==> src/rtl/branch_resolve_unit.sv <==
// Resolves branch conditions, registers jump/mispredict (1-cycle latency, no backpressure: ex_valid=0 while stalled).
// Optional 2-bit predictor table when BRU_BHT_EN is defined; otherwise static not-taken prediction.
module branch_resolve_unit #(
   parameter int DATA_W    = 16,
   parameter int PC_W      = 16,
   parameter int BHT_DEPTH = 16,
   parameter int CNT_W     = 16
) (
   input  logic              clk,
   input  logic              rst,
   input  logic [PC_W-1:0]   fetch_pc,
   output logic              pred_taken,
   input  logic              ex_valid,
   input  logic [2:0]        ex_op,
   input  logic [DATA_W-1:0] ex_a,
   input  logic [DATA_W-1:0] ex_b,
   input  logic [PC_W-1:0]   ex_pc,
   input  logic              ex_pred,
   output logic              jump_en,
   output logic              mispredict,
   output logic [CNT_W-1:0]  mispredict_cnt
);

   localparam int IDX_W = $clog2(BHT_DEPTH);

   typedef enum logic [2:0] {
      OP_NOP    = 3'd0,
      OP_ALWAYS = 3'd1,
      OP_ZERO   = 3'd2,
      OP_NZERO  = 3'd3,
      OP_EQ     = 3'd4,
      OP_NE     = 3'd5,
      OP_LTS    = 3'd6,
      OP_LTU    = 3'd7
   } br_op_t;

   logic taken;
   logic resolve;
   logic mis_next;

   always_comb begin
      taken = 1'b0;
      case (br_op_t'(ex_op))
         OP_ALWAYS: taken = 1'b1;
         OP_ZERO:   taken = (ex_a == '0);
         OP_NZERO:  taken = (ex_a != '0);
         OP_EQ:     taken = (ex_a == ex_b);
         OP_NE:     taken = (ex_a != ex_b);
         OP_LTS:    taken = ($signed(ex_a) < $signed(ex_b));
         OP_LTU:    taken = (ex_a < ex_b);
         default:   taken = 1'b0;
      endcase
   end

   assign resolve = ex_valid && (ex_op != OP_NOP);

`ifdef BRU_BHT_EN
   logic [1:0]       bht [BHT_DEPTH];
   logic [IDX_W-1:0] fetch_idx;
   logic [IDX_W-1:0] ex_idx;
   logic             unused_pc_bits;

   assign fetch_idx      = fetch_pc[IDX_W-1:0];
   assign ex_idx         = ex_pc[IDX_W-1:0];
   assign unused_pc_bits = ^{fetch_pc[PC_W-1:IDX_W], ex_pc[PC_W-1:IDX_W]};
   // Table read is ahead of the write, so a same-index fetch sees the old counter.
   assign pred_taken     = bht[fetch_idx][1];
   assign mis_next       = taken != ex_pred;

   always_ff @(posedge clk or negedge rst) begin
      if (!rst) begin
         for (int i = 0; i < BHT_DEPTH; i++) bht[i] <= 2'b01;
      end else if (resolve) begin
         if (taken && bht[ex_idx] != 2'b11)
            bht[ex_idx] <= bht[ex_idx] + 2'b01;
         else if (!taken && bht[ex_idx] != 2'b00)
            bht[ex_idx] <= bht[ex_idx] - 2'b01;
      end
   end
`else
   logic unused_inputs;

   assign unused_inputs = ^{fetch_pc, ex_pc, ex_pred};
   // Static not-taken: every taken branch is a mispredict.
   assign pred_taken    = 1'b0;
   assign mis_next      = taken;
`endif

   always_ff @(posedge clk or negedge rst) begin
      if (!rst) begin
         jump_en        <= 1'b0;
         mispredict     <= 1'b0;
         mispredict_cnt <= '0;
      end else begin
         mispredict <= resolve && mis_next;
         if (resolve) jump_en <= taken;
         if (resolve && mis_next && (mispredict_cnt != {CNT_W{1'b1}}))
            mispredict_cnt <= mispredict_cnt + 1'b1;
      end
   end

endmodule

==> config.mk <==
export PLATFORM = sky130hd
export DESIGN_NAME = branch_resolve_unit
export DESIGN_NICKNAME = d
export VERILOG_FILES = /design/src/rtl/branch_resolve_unit.sv
export SDC_FILE = /design/constraint.sdc
export NUM_CORES = 1
export LEC_CHECK = 0
export ABC_AREA = 1
export ABC_CLOCK_PERIOD_IN_PS = 6000
export CORE_UTILIZATION = 43
export DETAILED_ROUTE_END_ITERATION = 8
export PLACE_DENSITY = 0.86
export SLEW_MARGIN = 20
export SYNTH_ARGS = -nofsm -noshare
export SYNTH_HDL_FRONTEND = slang
export SYNTH_SLANG_ARGS = --single-unit
export TNS_END_PERCENT = 50
==> constraint.sdc <==
create_clock -name clk -period 6 [get_ports clk]
set_clock_uncertainty 0.2 [all_clocks]
set_input_delay 1.8 -clock clk [delete_from_list [all_inputs] [get_ports clk]]
set_output_delay 1.8 -clock clk [all_outputs]
set_load 0.1 [all_outputs]
# Word level (Yosys, flattened, before mapping)
# Index checks and enable logic that the tools add are counted.
[op_classes]
shift = 0
n_reduce_logical = 6
n_div = 0
eq_ne = 10
mul = 0
n_lt_le_gt_ge = 2
bitwise_logic = 0
n_addsub = 1
mux = 1
[ops]
columns = ["operator", "count"]
rows = [
  ["less-than comparator 16 bit", 2],
  ["adder 16 x 1 -> 16 bit (second input constant)", 1],
  ["== test 16 bit", 1],
  ["zero test 16 bit", 1],
  ["inequality test 16 bit", 1],
  ["inequality test 16 bit (second input constant)", 1],
  ["nonzero test 16 bit", 1],
  ["== test 3 bit (second input constant)", 4],
  ["one-hot mux 1 bit (7 select lines)", 1],
  ["== test 3 x 2 -> 1 bit (second input constant)", 2],
  ["== test 3 x 1 -> 1 bit (second input constant)", 1],
  ["logical AND 1 bit", 3],
  ["nonzero test 3 bit", 1],
]
[word_totals]
mem_count = 0
reg_bits = 18
latchBits = 0
elab_cells = 23
ramBits = 0
rom_bits = 0

# Longest topological paths before layout
[logic_depth]
ltp_word = 4
mapped_depth = 16
mapped_depth_nobuf = 15

# Worst setup path before layout
# No wires, ideal clock.
[synth_timing]
path_type = "input to register"
startpoint = "input ex_b[15]"
endpoint = "register mispredict_cnt[6]"
setup_ps = 123
stages = 14
t_arrival_ps = 3266
path_buffers = 1
setup_slack_ps = 2411
t_required_ps = 5677
path_cell_list = "inv_1 -> ha_1 -> nand2_2 -> nor2_2 -> nand2_2 -> nor2_4 -> nand2_1 -> nand4_1 -> nand3_2 -> nand2_4 -> nand3_4 -> buf_8 -> nand2_1 -> nand2_1"
[synth_via]
elab_chain_len = 4
word_cells_on_any_way = 7
classes_between = "order compare (2); eq/ne (2); mux (1); reduce/logical (2)"
[synth_rtl]
columns = ["item", "line", "source"]
rows = [
  ["start, declared", "16", "input logic [DATA_W-1:0] ex_b,"],
  ["less-than comparator 16 bit, or another cell as far along", "50", "OP_LTU: taken = (ex_a < ex_b);"],
  ["one-hot mux 1 bit (7 select lines) *", "43", "case (br_op_t'(ex_op))"],
  ["logical AND 1 bit * (2 in series)", "97", "if (resolve && mis_next && (mispredict_cnt != {CNT_W{1'b1}}))"],
  ["end signal, assigned", "98", "mispredict_cnt <= mispredict_cnt + 1'b1;"],
  ["end, declared", "21", "output logic [CNT_W-1:0] mispredict_cnt"],
]
# Mark *: on every way between the ends. The rest lies on a longest branch, timed or not.
# A chain may end at the register's enable or synchronous reset.

# Worst setup path in the final report
[layout_timing]
startpoint = "input ex_b[15]"
endpoint = "register mispredict_cnt[11]"
# Same word-level chain as after synthesis.

==> qor.txt <==
=======================================================================================
Outcome .................................................................. finished, final reports clean
# Max-Cap Violations .....................................................            0
Summed negative setup slack over all endpoints ...........................         0 ps
Leading post-synthesis cells by cell area ................................ sky130_fd_sc_hd__dfrtp_1, sky130_fd_sc_hd__nand2_1, sky130_fd_sc_hd__ha_1
Starting density of the core .............................................        46.3%
Pwr/cell area ............................................................  216 nW/um^2
Tcrit/Tclk final .........................................................        67.4%
Number of synthesized register bits ......................................           18
Chip width ...............................................................      65.7 um
VDD IR-drop max ..........................................................     0.199 mV
Grt met1 use .............................................................        24.5%
Setup repair after global routing missed its margin ......................        false
Leading area contributor after synthesis ................................. sky130_fd_sc_hd__dfrtp_1
Maximum net fanout on the critical path ..................................           18
Synth-to-layout area growth ..............................................        36.0%
Cell area after technology mapping .......................................    1750 um^2
Number of buffers between clock root and the deepest sink ................            2
Global placement routability congestion ..................................        0.860
Static Leak ..............................................................      1.19 nW
DR WL/cell ...............................................................      11.3 um
Per-instance average area after synthesis ................................    6.90 um^2
Relative slew margins ....................................................        32.4%
Critical Path End Type ...................................................     register
Startpoint-to-endpoint class of the critical path ........................ input port to register
CTS tree .................................................................          yes
IO Port Bufs .............................................................           55
Clock latency reported for the late side of the worst-skew pair ..........       250 ps
Count of cell types in the netlist .......................................           28
Boundary Pins ............................................................           90
GRT met3 Usage ...........................................................        2.26%
HPWL after DPL ...........................................................      3.18 mm
Number of core rows ......................................................           22
# Post-CTS Setup Buffers .................................................            0
Remaining design rule violation count ....................................            0
Total number of nets in the final design .................................          396
Fraction of layout instances using a drive strength above 1 ..............        6.51%
Placed instance area .....................................................    2320 um^2
Post-cts gate resize count ...............................................            0
Post-route cell area .....................................................    2380 um^2
Number of buffers created by CTS .........................................            3
Pin count of the biggest net entering global routing .....................           20
Die Height ...............................................................      65.7 um
Clk sink count ...........................................................           18
Maximum frequency from static timing analysis ............................      247 MHz
Final critical path time including I/O delays and setup ..................      4040 ps
Required arrival time at the worst endpoint ..............................      5930 ps
Routed via count .........................................................         1773
Gr busiest metal .........................................................         met2
Deepest level of the CTS H-tree ..........................................            1
Arrival time reported for the critical path endpoint .....................      3980 ps
Area fraction of the dominant cell type after synthesis ..................        25.8%
Routed wire length .......................................................      4.02 mm
Sequential element share of the synthesized area .........................        25.8%
Number of buffers inserted for hold repair after clock tree synthesis ....            0
Area of the core region ..................................................    3770 um^2
Number of vias per cell after detailed routing ...........................         4.99
Number of violations reported at the end of detailed-routing iteration 0 .          113
Setup violators final ....................................................            0
Net count after synthesis ................................................          341
Hold crit path type ...................................................... register to register
First-pass detailed-route iteration total ................................            4
Total track usage ........................................................        20.7%
Worst-margin pin slew ....................................................      1010 ps
Global route total overflow ..............................................            0
Final Hold Vio Count .....................................................            0
Antenna violations before repair .........................................            0
Clock root buffer master ................................................. sky130_fd_sc_hd__clkbuf_8
Category of the worst setup path launch point ............................   input port
Diode insertion count for antenna repair .................................            0
Vias in the first global route ...........................................         1758
Post-DRT Antenna Nets ....................................................            0
Met2 demand-to-capacity share in global routing ..........................        39.3%
Yosys warns ..............................................................            0
Overall die area .........................................................    4320 um^2
Number of max-slew violations in the final report ........................            0
Count of mapped cells out of synthesis ...................................          253
First-pass GRT wire length ...............................................      7.13 mm
Clock-pin slew on the worst setup and hold paths .........................        70 ps
=======================================================================================
[logic make-up (layout without fill, tap and decap cells)]
logic type / Yosys count / after routing / synth area share [%]
AND/OR/NAND/NOR: 150 / 150 / 41.2
buffers and inverters: 44 / 98 / 10.5
flip-flops: 18 / 18 / 25.8
adder cells (fa/ha/maj): 17 / 17 / 12.2
XOR/XNOR: 14 / 14 / 7.02
AO/OA/AOI/OAI: 9 / 9 / 3.15
other: 1 / 1 / 0.215
[cells in the mapped netlist, drive strengths merged]
| master | number |
|---|---|
| o21bai | 1 |
| a31oi | 1 |
| nor3 | 6 |
| o21ai | 1 |
| buf | 4 |
| nand4 | 19 |
| conb | 1 |
| inv | 39 |
| nand2 | 83 |
| nor4 | 2 |
| xor2 | 8 |
| ha | 17 |
| clkbuf | 1 |
| nor2 | 26 |
| dfrtp | 18 |
| nand3 | 14 |
| a21oi | 6 |
| xnor2 | 6 |
[cell usage in the layout, fill, tap and decap left out, types with 2 or more instances in the layout]
master / Yosys / routed
sky130_fd_sc_hd__nand2_1: 79 / 79
sky130_fd_sc_hd__clkdlybuf4s50_1: 0 / 55
sky130_fd_sc_hd__inv_1: 39 / 39
sky130_fd_sc_hd__nor2_1: 22 / 22
sky130_fd_sc_hd__nand4_1: 18 / 18
sky130_fd_sc_hd__dfrtp_1: 18 / 18
sky130_fd_sc_hd__ha_1: 17 / 17
sky130_fd_sc_hd__nand3_1: 10 / 10
sky130_fd_sc_hd__xor2_1: 8 / 8
sky130_fd_sc_hd__a21oi_1: 6 / 6
sky130_fd_sc_hd__xnor2_1: 6 / 6
sky130_fd_sc_hd__nor3_1: 4 / 4
sky130_fd_sc_hd__clkbuf_8: 0 / 4
sky130_fd_sc_hd__nand2_2: 3 / 3
sky130_fd_sc_hd__nand3_2: 3 / 3
sky130_fd_sc_hd__nor2_2: 2 / 2
sky130_fd_sc_hd__nor2_4: 2 / 2
sky130_fd_sc_hd__nor3_2: 2 / 2
sky130_fd_sc_hd__nor4_1: 2 / 2
[flip-flops by register name (all words and copies together) (netlist names)]
signal and count:
mispredict_cnt 16, mispredict 1, jump_en 1
[final timing paths]
check	depth (start not counted)	endpoint	slack (ps)	start
hold / removal	2	mispredict_cnt[8]	340	mispredict_cnt[8]
setup reg to reg	9	mispredict_cnt[11]	3550	mispredict_cnt[0]
max in group asynchronous	1	mispredict_cnt[0]	3280	rst
hold reg to reg	2	mispredict_cnt[8]	340	mispredict_cnt[8]
setup / recovery	14	mispredict_cnt[11]	1960	ex_b[15]
min in group asynchronous	1	mispredict_cnt[9]	1820	rst
[metrics by stage]
stage               power, W  worst slack, ps  hold WS, ps  util [%]  cells
floorplan           0.000340             2410          777         -    253
global placement    0.000411             1740          316      61.5    351
detailed placement  0.000416             1680          326      61.5    351
CTS                 0.000516             1930          344      63.0    355
global route        0.000546             1730          389      63.0    355
finish              0.000512             1960          340      63.0    355
[where the power goes]
group | internal (W) | total [W] | switching, W
logic | 0.0000774 | 0.000254 | 0.000177
clock network | 0.0000582 | 0.0000987 | 0.0000405
registers | 0.000136 | 0.000160 | 0.0000238
[routing by layer]
layer / part of all wire (%) / up-vias
met5: 0 / -
met4: 1.2 / 0
met3: 4.6 / 6
met2: 52 / 58
met1: 43 / 794
li1: - / 915
[worst max-delay path: stages]
cell,delay [ps]
sky130_fd_sc_hd__clkdlybuf4s50_1,450
sky130_fd_sc_hd__inv_1,40
sky130_fd_sc_hd__ha_1,330
sky130_fd_sc_hd__nand2_2,80
sky130_fd_sc_hd__nor2_2,160
sky130_fd_sc_hd__nand2_2,80
sky130_fd_sc_hd__nor2_4,100
sky130_fd_sc_hd__nand2_1,80
sky130_fd_sc_hd__nand4_1,110
sky130_fd_sc_hd__nand3_2,100
sky130_fd_sc_hd__nand2_4,210
sky130_fd_sc_hd__nand3_4,220
sky130_fd_sc_hd__nand2_1,150
sky130_fd_sc_hd__nand2_1,60
[final cells by class]
type                       instances  area [um^2]
inverter                          39          146
tap                               48         60.1
clock buffer                       4         55.1
timing repair buffer              55          551
sequential                        18          450
multi-input combinational        191         1110
fill                             340         1400
No activity file was read; power rests on OpenSTA's default activity.
